`config.mk`:
```
export PLATFORM = sky130hd
export DESIGN_NAME = ps2_key_receiver_flat
export DESIGN_NICKNAME = d
export VERILOG_FILES = /design/src/rtl/ps2_key_receiver_if.sv /design/src/rtl/ps2_key_receiver.sv /design/src/flat_wrapper.sv
export SDC_FILE = /design/constraint.sdc
export NUM_CORES = 1
export LEC_CHECK = 0
export ABC_AREA = 0
export CAP_MARGIN = 20
export CELL_PAD_IN_SITES_DETAIL_PLACEMENT = 0
export CELL_PAD_IN_SITES_GLOBAL_PLACEMENT = 2
export CORE_ASPECT_RATIO = 1.25
export CORE_MARGIN = 5
export CORE_UTILIZATION = 40
export DETAILED_ROUTE_END_ITERATION = 7
export GPL_TIMING_DRIVEN = 0
export PLACE_DENSITY_LB_ADDON = 0.2
export SYNTH_ARGS = -nofsm -noshare
export SYNTH_HDL_FRONTEND = slang
export SYNTH_SLANG_ARGS = --single-unit
```
`constraint.sdc`:
```
create_clock -name clk -period 4.95 [get_ports clk]
set_input_delay 0.99 -clock clk [delete_from_list [all_inputs] [get_ports clk]]
set_output_delay 0.99 -clock clk [all_outputs]
set_load 0.01 [all_outputs]
```
`src/rtl/ps2_key_receiver_if.sv`:
```
// Read-side FIFO and key-event signals between the PS/2 receiver (master)
// and its consumer (slave).
interface ps2_key_receiver_if;
  logic       rdn;
  logic [7:0] data;
  logic       ready;
  logic       overflow;
  logic       frame_err;
  logic       newKey;
  logic [7:0] key_code;
  logic       key_ext;

  modport master (
    input  rdn,
    output data, ready, overflow, frame_err, newKey, key_code, key_ext
  );
  modport slave (
    output rdn,
    input  data, ready, overflow, frame_err, newKey, key_code, key_ext
  );
endinterface

```
`src/rtl/ps2_key_receiver.sv`:
```
// PS/2 keyboard receiver: frame capture with watchdog, 8-deep scan-code FIFO,
// and an in-line make/break/extended decoder producing a newKey pulse.
module ps2_key_receiver #(
  parameter int TIMEOUT = 100000
) (
  input  logic               clk,
  input  logic               clrn,
  input  logic               ps2_clk,
  input  logic               ps2_data,
  ps2_key_receiver_if.master bus
);
  localparam int WD_W = $clog2(TIMEOUT + 1);

  typedef enum logic [1:0] {IDLE, EXT, BRK, EXT_BRK} dec_state_t;

  logic            ps2_clk_p0, ps2_clk_p1, ps2_clk_p2;
  logic            ps2_data_p0, ps2_data_p1;
  logic            fall_p2;
  logic [3:0]      bitcnt;
  logic [9:0]      shreg;
  logic [WD_W-1:0] wd_cnt;
  logic            frame_done, frame_ok, byte_vld;
  logic [7:0]      byte_val;
  logic [7:0]      mem [8];
  logic [2:0]      wr_ptr, rd_ptr;
  logic [3:0]      count;
  logic            fifo_full, fifo_rd, fifo_wr;
  logic            overflow_r, frame_err_r;
  dec_state_t      state;
  logic [7:0]      held_code;
  logic            held_ext, held_v;
  logic            mk_vld, rel_vld, cur_ext;
  logic            new_key_r;
  logic [7:0]      key_code_r;
  logic            key_ext_r;

  // ---- stage p0..p2: synchronisers; p2 is the ps2_clk history flop
  always_ff @(posedge clk or negedge clrn) begin
    if (!clrn) begin
      {ps2_clk_p0, ps2_clk_p1, ps2_clk_p2} <= 3'b111;
      {ps2_data_p0, ps2_data_p1}           <= 2'b11;
    end else begin
      ps2_clk_p0  <= ps2_clk;
      ps2_clk_p1  <= ps2_clk_p0;
      ps2_clk_p2  <= ps2_clk_p1;
      ps2_data_p0 <= ps2_data;
      ps2_data_p1 <= ps2_data_p0;
    end
  end

  assign fall_p2    = ps2_clk_p2 & ~ps2_clk_p1;
  assign frame_done = fall_p2 && (bitcnt == 4'd10);
  // shreg = {parity, data[7:0], start}; the stop bit is still on the pin
  assign frame_ok   = ~shreg[0] & ps2_data_p1 & (^shreg[9:1]);
  assign byte_vld   = frame_done & frame_ok;
  assign byte_val   = shreg[8:1];

  // ---- frame capture: LSB-first shift, bit counter, inactivity watchdog
  always_ff @(posedge clk) begin
    if (fall_p2) shreg <= {ps2_data_p1, shreg[9:1]};
  end

  always_ff @(posedge clk or negedge clrn) begin
    if (!clrn) begin
      bitcnt      <= 4'd0;
      wd_cnt      <= '0;
      frame_err_r <= 1'b0;
    end else begin
      frame_err_r <= frame_done & ~frame_ok;
      if (fall_p2) begin
        wd_cnt <= '0;
        bitcnt <= (bitcnt == 4'd10) ? 4'd0 : bitcnt + 4'd1;
      end else if (bitcnt != 4'd0) begin
        if (wd_cnt == WD_W'(TIMEOUT - 1)) begin
          bitcnt <= 4'd0;
          wd_cnt <= '0;
        end else begin
          wd_cnt <= wd_cnt + WD_W'(1);
        end
      end else begin
        wd_cnt <= '0;
      end
    end
  end

  // ---- FIFO: a pop in the same cycle frees the slot a full-FIFO write needs
  assign fifo_full = count[3];
  assign fifo_rd   = ~bus.rdn & (count != 4'd0);
  assign fifo_wr   = byte_vld & (~fifo_full | fifo_rd);

  always_ff @(posedge clk) begin
    if (fifo_wr) mem[wr_ptr] <= byte_val;
  end

  always_ff @(posedge clk or negedge clrn) begin
    if (!clrn) begin
      wr_ptr     <= 3'd0;
      rd_ptr     <= 3'd0;
      count      <= 4'd0;
      overflow_r <= 1'b0;
    end else begin
      if (fifo_wr) wr_ptr <= wr_ptr + 3'd1;
      if (fifo_rd) rd_ptr <= rd_ptr + 3'd1;
      count <= count + 4'(fifo_wr) - 4'(fifo_rd);
      if (byte_vld & fifo_full & ~fifo_rd) overflow_r <= 1'b1;
      else if (fifo_rd)                    overflow_r <= 1'b0;
    end
  end

  // ---- decoder: classify the incoming byte by current prefix state
  always_comb begin
    mk_vld  = 1'b0;
    rel_vld = 1'b0;
    cur_ext = 1'b0;
    case (state)
      IDLE:    mk_vld  = byte_vld && !(byte_val inside {8'hE0, 8'hF0, 8'hAA, 8'hFA, 8'hEE});
      EXT: begin
        mk_vld  = byte_vld && (byte_val != 8'hF0);
        cur_ext = 1'b1;
      end
      BRK:     rel_vld = byte_vld;
      EXT_BRK: begin
        rel_vld = byte_vld;
        cur_ext = 1'b1;
      end
      default: ;
    endcase
  end

  always_ff @(posedge clk or negedge clrn) begin
    if (!clrn) begin
      state      <= IDLE;
      held_code  <= 8'h00;
      held_ext   <= 1'b0;
      held_v     <= 1'b0;
      new_key_r  <= 1'b0;
      key_code_r <= 8'h00;
      key_ext_r  <= 1'b0;
    end else begin
      new_key_r <= 1'b0;
      if (byte_vld) begin
        case (state)
          IDLE:    state <= (byte_val == 8'hE0) ? EXT :
                            (byte_val == 8'hF0) ? BRK : IDLE;
          EXT:     state <= (byte_val == 8'hF0) ? EXT_BRK : IDLE;
          default: state <= IDLE;
        endcase
      end
      // typematic repeats of the held key are swallowed
      if (mk_vld && !(held_v && held_code == byte_val && held_ext == cur_ext)) begin
        new_key_r  <= 1'b1;
        key_code_r <= byte_val;
        key_ext_r  <= cur_ext;
        held_code  <= byte_val;
        held_ext   <= cur_ext;
        held_v     <= 1'b1;
      end
      if (rel_vld && held_v && held_code == byte_val && held_ext == cur_ext)
        held_v <= 1'b0;
    end
  end

  assign bus.data      = (count != 4'd0) ? mem[rd_ptr] : 8'h00;
  assign bus.ready     = (count != 4'd0);
  assign bus.overflow  = overflow_r;
  assign bus.frame_err = frame_err_r;
  assign bus.newKey    = new_key_r;
  assign bus.key_code  = key_code_r;
  assign bus.key_ext   = key_ext_r;
endmodule
```
`src/flat_wrapper.sv`:
```
// flat-port wrapper written by rule: the top's interface ports become plain ports
module ps2_key_receiver_flat 
#(
  parameter int TIMEOUT = 100000
)
  (clk, clrn, ps2_clk, ps2_data, bus_rdn, bus_data, bus_ready, bus_overflow, bus_frame_err, bus_newKey, bus_key_code, bus_key_ext);
  ps2_key_receiver_if bus_i ();
  input  logic clk;
  input  logic clrn;
  input  logic ps2_clk;
  input  logic ps2_data;
  input wire logic [$bits(bus_i.rdn)-1:0] bus_rdn;
  output wire logic [$bits(bus_i.data)-1:0] bus_data;
  output wire logic [$bits(bus_i.ready)-1:0] bus_ready;
  output wire logic [$bits(bus_i.overflow)-1:0] bus_overflow;
  output wire logic [$bits(bus_i.frame_err)-1:0] bus_frame_err;
  output wire logic [$bits(bus_i.newKey)-1:0] bus_newKey;
  output wire logic [$bits(bus_i.key_code)-1:0] bus_key_code;
  output wire logic [$bits(bus_i.key_ext)-1:0] bus_key_ext;
  assign bus_i.rdn = bus_rdn;
  assign bus_data = bus_i.data;
  assign bus_ready = bus_i.ready;
  assign bus_overflow = bus_i.overflow;
  assign bus_frame_err = bus_i.frame_err;
  assign bus_newKey = bus_i.newKey;
  assign bus_key_code = bus_i.key_code;
  assign bus_key_ext = bus_i.key_ext;
  ps2_key_receiver #(.TIMEOUT(TIMEOUT)) u_core (.clk(clk), .clrn(clrn), .ps2_clk(ps2_clk), .ps2_data(ps2_data), .bus(bus_i));
endmodule
```
# Yosys cells after proc, flatten, opt, wreduce, memory -nomap -nowiden
# Memory sizes are Yosys's and may differ from the RTL's.
# Cells that the tools add are included.
# totals
register_bits	61
ram_bits	64
inputBits	5
output_inout_bits	21
elab_cells	99
memories	1
# classes
add_sub_neg	6
n_eq_ne	13
muxes	22
bitwise_logic	16
n_reduce_logical	23
# mem_list
name	depth	width	read_ports	rd_ports_with_merged_regs	wr	line_no	text
u_core.mem	8	8	1	0	1	ps2_key_receiver.sv:24	logic [7:0] mem [8];
# ops
cell	count
17-bit two-way mux	3
8-bit == test, second input constant	5
17-bit by 1-bit adder with 17-bit output, second input constant	1
17-bit == test, second input constant	1
4-bit two-way mux	4
1-bit AND	9
1-bit logical AND	9
1-bit two-way mux	9
9-bit parity	1
8-bit == test	1
8-bit two-way mux	1
8-bit != test, second input constant	1
2-bit nonzero test	4
4-bit nonzero test	2
3-bit by 1-bit adder with 3-bit output, second input constant	2
2-bit two-way mux	3
1-bit NOT	6
5-bit nonzero test	1
4-bit by 1-bit adder with 4-bit output	1
4-bit by 1-bit adder with 4-bit output, second input constant	1
2-bit == test, second input constant	2
4-bit == test, second input constant	1
2-bit one-hot mux with 2 select lines	1
2-bit OR reduction	2
other kinds (8)	9

# Depth between registers and ports, before layout
# depth
depth_word	9
mapped_depth	11

# Least setup slack after synthesis
# OpenSTA, ideal clock, no wires.
# synth_timing
path_type	reg2reg
startpoint	register u_core.shreg[3]
endpoint	memory u_core.mem[0][0], enable pin
arrival_time_ns	2.880
t_required_ns	4.555
setup_slack_ns	1.676
path_stages_with_launch	8
path_buffers	1
synth_period_minus_slack_ns	3.274
cell_sequence	edfxtp_1 -> inv_1 -> ha_1 -> xnor3_1 -> xnor2_1 -> or4b_1 -> buf_2 -> nor4_1
# synth_via
elab_chain_len	6
# synth_rtl
element	line_no	text
start, declared	ps2_key_receiver.sv:20	logic [9:0] shreg;
start signal, assigned	ps2_key_receiver.sv:60	if (fall_p2) shreg <= {ps2_data_p1, shreg[9:1]};
9-bit parity	ps2_key_receiver.sv:54	assign frame_ok = ~shreg[0] & ps2_data_p1 & (^shreg[9:1]);
1-bit AND	ps2_key_receiver.sv:54	
1-bit AND	ps2_key_receiver.sv:55	assign byte_vld = frame_done & frame_ok;
1-bit AND	ps2_key_receiver.sv:89	assign fifo_wr = byte_vld & (~fifo_full | fifo_rd);
1-bit two-way mux	ps2_key_receiver.sv:92	if (fifo_wr) mem[wr_ptr] <= byte_val;
1-bit two-way mux (implied by the code)	ps2_key_receiver.sv:92	
end, declared	ps2_key_receiver.sv:24	
# Every way passes these cells.

# Final worst setup path
# layout_timing
startpoint	register u_core.rd_ptr[1]
endpoint	output port bus_data[0]
# layout_via
elab_chain_len	2
# layout_rtl
element	line_no	text
start, declared	ps2_key_receiver.sv:25	logic [2:0] wr_ptr, rd_ptr;
start signal, assigned	ps2_key_receiver.sv:103	if (fifo_rd) rd_ptr <= rd_ptr + 3'd1;
memory read 8 x 8 bit	--	
8-bit two-way mux	ps2_key_receiver.sv:163	assign bus.data = (count != 4'd0) ? mem[rd_ptr] : 8'h00;
end, declared	flat_wrapper.sv:13	output wire logic [$bits(bus_i.data)-1:0] bus_data;
# Every way passes these cells.

==> results.toml <==
[run_status]
status = "complete, no violations"

[timing]
hold_viol = 0
tightestPinTransition_ns = 1.05
finalSetupViolCount = 0
grt_setup_unrepaired = "false"
drv_slew = 0
relSlewSlack_pct = 29.7
timing.final.ws_setup_ns = 1.08
finalCriticalPeriod_ns = 3.87
finClkSkew_ns = 0.00750
post-route-period-util_pct = 78.2
fin_tns_setup_ns = 0
fmax_mhz = 258

[placed_design]
io_buffers = 25
place_congestion = 0.709
dp.cells = 571
place_ws_ns = 1.14
dp_hpwl_um = 6930

[clock_tree]
htreeDepth = 4
cts_hold_buf = 0
cts_resized = 0
cts_tree = "done"
cts_root_buffer = "clkbuf_16"
clk_latency_ns = 0.41
clockBufferDepth = 2
numCtsBuffers = 17
post_cts_buffers = 0
clkTransAtPathRegs_ns = 0.06
clkSinkCount = 125

[power]
vdd_ir_drop_max_v = 0.000278
clock_power_share_pct = 38.2
power_density_nw_per_um2 = 481
cell_internal_pwr_mw = 2.25
power_mw = 3.14
seqPwrFrac_pct = 39.2
swShare_pct = 28.3
power.leakage_nw = 2.54
pwr-share-comb_pct = 22.7
p_sw_uw = 890

[die]
core-area_um2 = 13300
start_util_pct = 40.9
core.rowCount = 47
die_h_um = 140
io_pins = 26
die_area_um2 = 16000
die_w_um = 114

[synth]
synth.distinct_cells = 42
async_reset_ff_share_pct = 40.8
synth_ff_type = "edfxtp_1"
synth_area_um2 = 5440
yosys_register_bits = 125
ys_warn_count = 0
postSynthCellCount = 370
syn_avg_cell_area_um2 = 14.7
synth-edff-count = 74
seq_area_frac_synth_pct = 64.5
syn-num-nets = 396

[drt]
vias = 2988
vias_per_cell = 4.96
final_antenna_net_count = 0
routed_wirelength_um = 10000
drt-wirelength-per-cell_um = 16.6
drt-initial-drc-count = 88
drc = 0
first_pass_iters = 4

[final_layout]
fillerInstances = 1169
finalNonFillerCells = 603
drive_gt1_share_pct = 18.8
ff_latch_area_um2 = 3500
syn2layout_area_growth_pct = 20.3
fin_nets = 445
multi_input_area_um2 = 1830
final_util_pct = 49.2
antenna_cells = 0

[grt]
globalRouteTotalUtil_pct = 13.5
grt_pass1_wl_um = 16400
antenna_found_initial = 0
grt_max_degree = 35
grt_overflow = 0
grt_pass1_vias = 3079

[hold_path]
hold_class = "flop to flop"

[worst_setup_path]
worst-path-buf-inv = 3
startpoint_type = "flop"
end_kind = "primary output"
max_stage_delay_ns = 0.56
path_cells = "buf_1 -> clkbuf_1 -> mux4_2 -> mux2i_1 -> nor2_1 -> clkdlybuf4s50_1"
critical_path_class = "flop to primary output"
critPathSlowestCell = "clkbuf_1"
cp.arrival_ns = 2.88
required_ns = 3.96
cp_top_family = "buffers and inverters"
critPathMaxFanout = 10

[flow_run]
max-cap-violations = 0
[placed cells by master, fill, tap and decap left out, types with 3 or more instances in the layout]
cell type | Yosys | layout
a21oi_1 | 6 | 6
and3_1 | 3 | 3
buf_1 | 3 | 3
buf_2 | 4 | 5
buf_4 | 0 | 4
clkbuf_16 | 0 | 17
clkdlybuf4s50_1 | 0 | 24
dfrtp_1 | 46 | 46
dfstp_2 | 5 | 5
edfxtp_1 | 74 | 74
ha_1 | 20 | 20
inv_1 | 22 | 22
inv_6 | 0 | 6
inv_8 | 0 | 3
mux2_2 | 9 | 9
mux2i_1 | 9 | 9
mux4_2 | 16 | 16
nand2_1 | 16 | 16
nand2b_1 | 3 | 3
nand3_1 | 7 | 7
nand4_1 | 6 | 6
nor2_1 | 41 | 41
nor3_1 | 8 | 7
nor3b_1 | 6 | 5
nor4_1 | 4 | 3
o21ai_0 | 7 | 7
xnor2_1 | 16 | 16
xor2_1 | 17 | 17
[power groups by stage]
stage          logic, mW  clock network, mW  registers (mW)
5_1_grt            0.800               1.28            1.24
6_report           0.713               1.20            1.23
2_1_floorplan      0.487                  0            1.24
3_3_place_gp       0.726                  0            1.25
3_5_place_dp       0.739                  0            1.25
4_1_cts            0.740               1.23            1.23
[synth_stat cells (3+ instances only)]
| library cell | count | area (um2) |
|---|---|---|
| buf_1 | 3 | 11.3 |
| nor2_1 | 41 | 154 |
| nor4_1 | 4 | 25.0 |
| nor3b_1 | 6 | 45.0 |
| nand2b_1 | 3 | 18.8 |
| and3_1 | 3 | 18.8 |
| xor2_1 | 17 | 149 |
| mux4_2 | 16 | 360 |
| ha_1 | 20 | 250 |
| edfxtp_1 | 74 | 2220 |
| o21ai_0 | 7 | 35.0 |
| nand3_1 | 7 | 35.0 |
| dfrtp_1 | 46 | 1150 |
| inv_1 | 22 | 82.6 |
| a21oi_1 | 6 | 30.0 |
| buf_2 | 4 | 20.0 |
| nor3_1 | 8 | 40.0 |
| mux2_2 | 9 | 101 |
| nand2_1 | 16 | 60.1 |
| nand4_1 | 6 | 37.5 |
| dfstp_2 | 5 | 131 |
| mux2i_1 | 9 | 90.1 |
| xnor2_1 | 16 | 140 |
[final timing paths]
path | startpoint | to | slack, ns | depth (start not counted)
setup / recovery | u_core.rd_ptr[1]$_DFFE_PN0P_ | bus_data[0] | 1.08 | 6
hold / removal | u_core.ps2_clk_p0$_DFF_PN1_ | u_core.ps2_clk_p1$_DFF_PN1_ | 0.36 | 0
setup reg to reg | u_core.shreg[4]$_DFFE_PP_ | u_core.mem[2][1]$_DFFE_PP_ | 1.33 | 7
hold reg to reg | u_core.ps2_clk_p0$_DFF_PN1_ | u_core.ps2_clk_p1$_DFF_PN1_ | 0.36 | 0
max in group asynchronous | clrn | u_core.ps2_clk_p2$_DFF_PN1_ | 3.82 | 2
min in group asynchronous | clrn | u_core.wd_cnt[12]$_DFF_PN0_ | 0.52 | 1
[worst reg2reg max path: cells and delay by family (launching register included)]
kind | cells | cell delay, ns
AND/OR/NAND/NOR | 2 | 1.38
flip-flops | 1 | 0.69
XOR/XNOR | 2 | 0.58
adder cells (fa/ha/maj) | 1 | 0.30
buffers and inverters | 2 | 0.29
[cells by family (layout without fill, tap and decap cells)]
logic type	count (synthesis)	after routing	share of synthesized area, %
buffers and inverters	31	93	2.23
flip-flops	125	125	64.5
adder cells (fa/ha/maj)	21	21	4.97
AND/OR/NAND/NOR	105	105	10.0
XOR/XNOR	34	34	5.73
multiplexers	35	35	10.4
AO/OA/AOI/OAI	19	19	2.14
[per-stage QoR]
step	hold WS, ns	cell area, um2
finish	0.356	6540
global route	0.364	6540
floorplan	0.345	5440
global placement	0.348	5900
detailed placement	0.349	5960
CTS	0.358	6540
[state kept, by name (all words and copies together) (netlist names), 2 cells and up]
name and flops:
u_core.wr_ptr 3, u_core.count 4, u_core.bitcnt 4, u_core.state 2
u_core.wd_cnt 17, u_core.shreg 10, u_core.mem 64, u_core.held_code 8
u_core.rd_ptr 3
[routing by layer]
layer | up-vias | part of all wire (%) | track usage, %
met5 | - | 0 | 0
met4 | 0 | 1.4 | 5.00
met3 | 13 | 2.8 | 3.49
met2 | 31 | 54 | 23.5
met1 | 1487 | 42 | 16.1
li1 | 1457 | - | -
[final cells by class]
type	instances	area share, %
multi-input cells	214	27.9
inverters	22	1.26
clock inverters	15	2.35
plain buffers	9	0.593
flip-flops and latches	125	53.6
clock buffers	17	6.50
repair buffers	30	4.52
well taps	171	3.27
No activity file was read; power rests on OpenSTA's default activity.
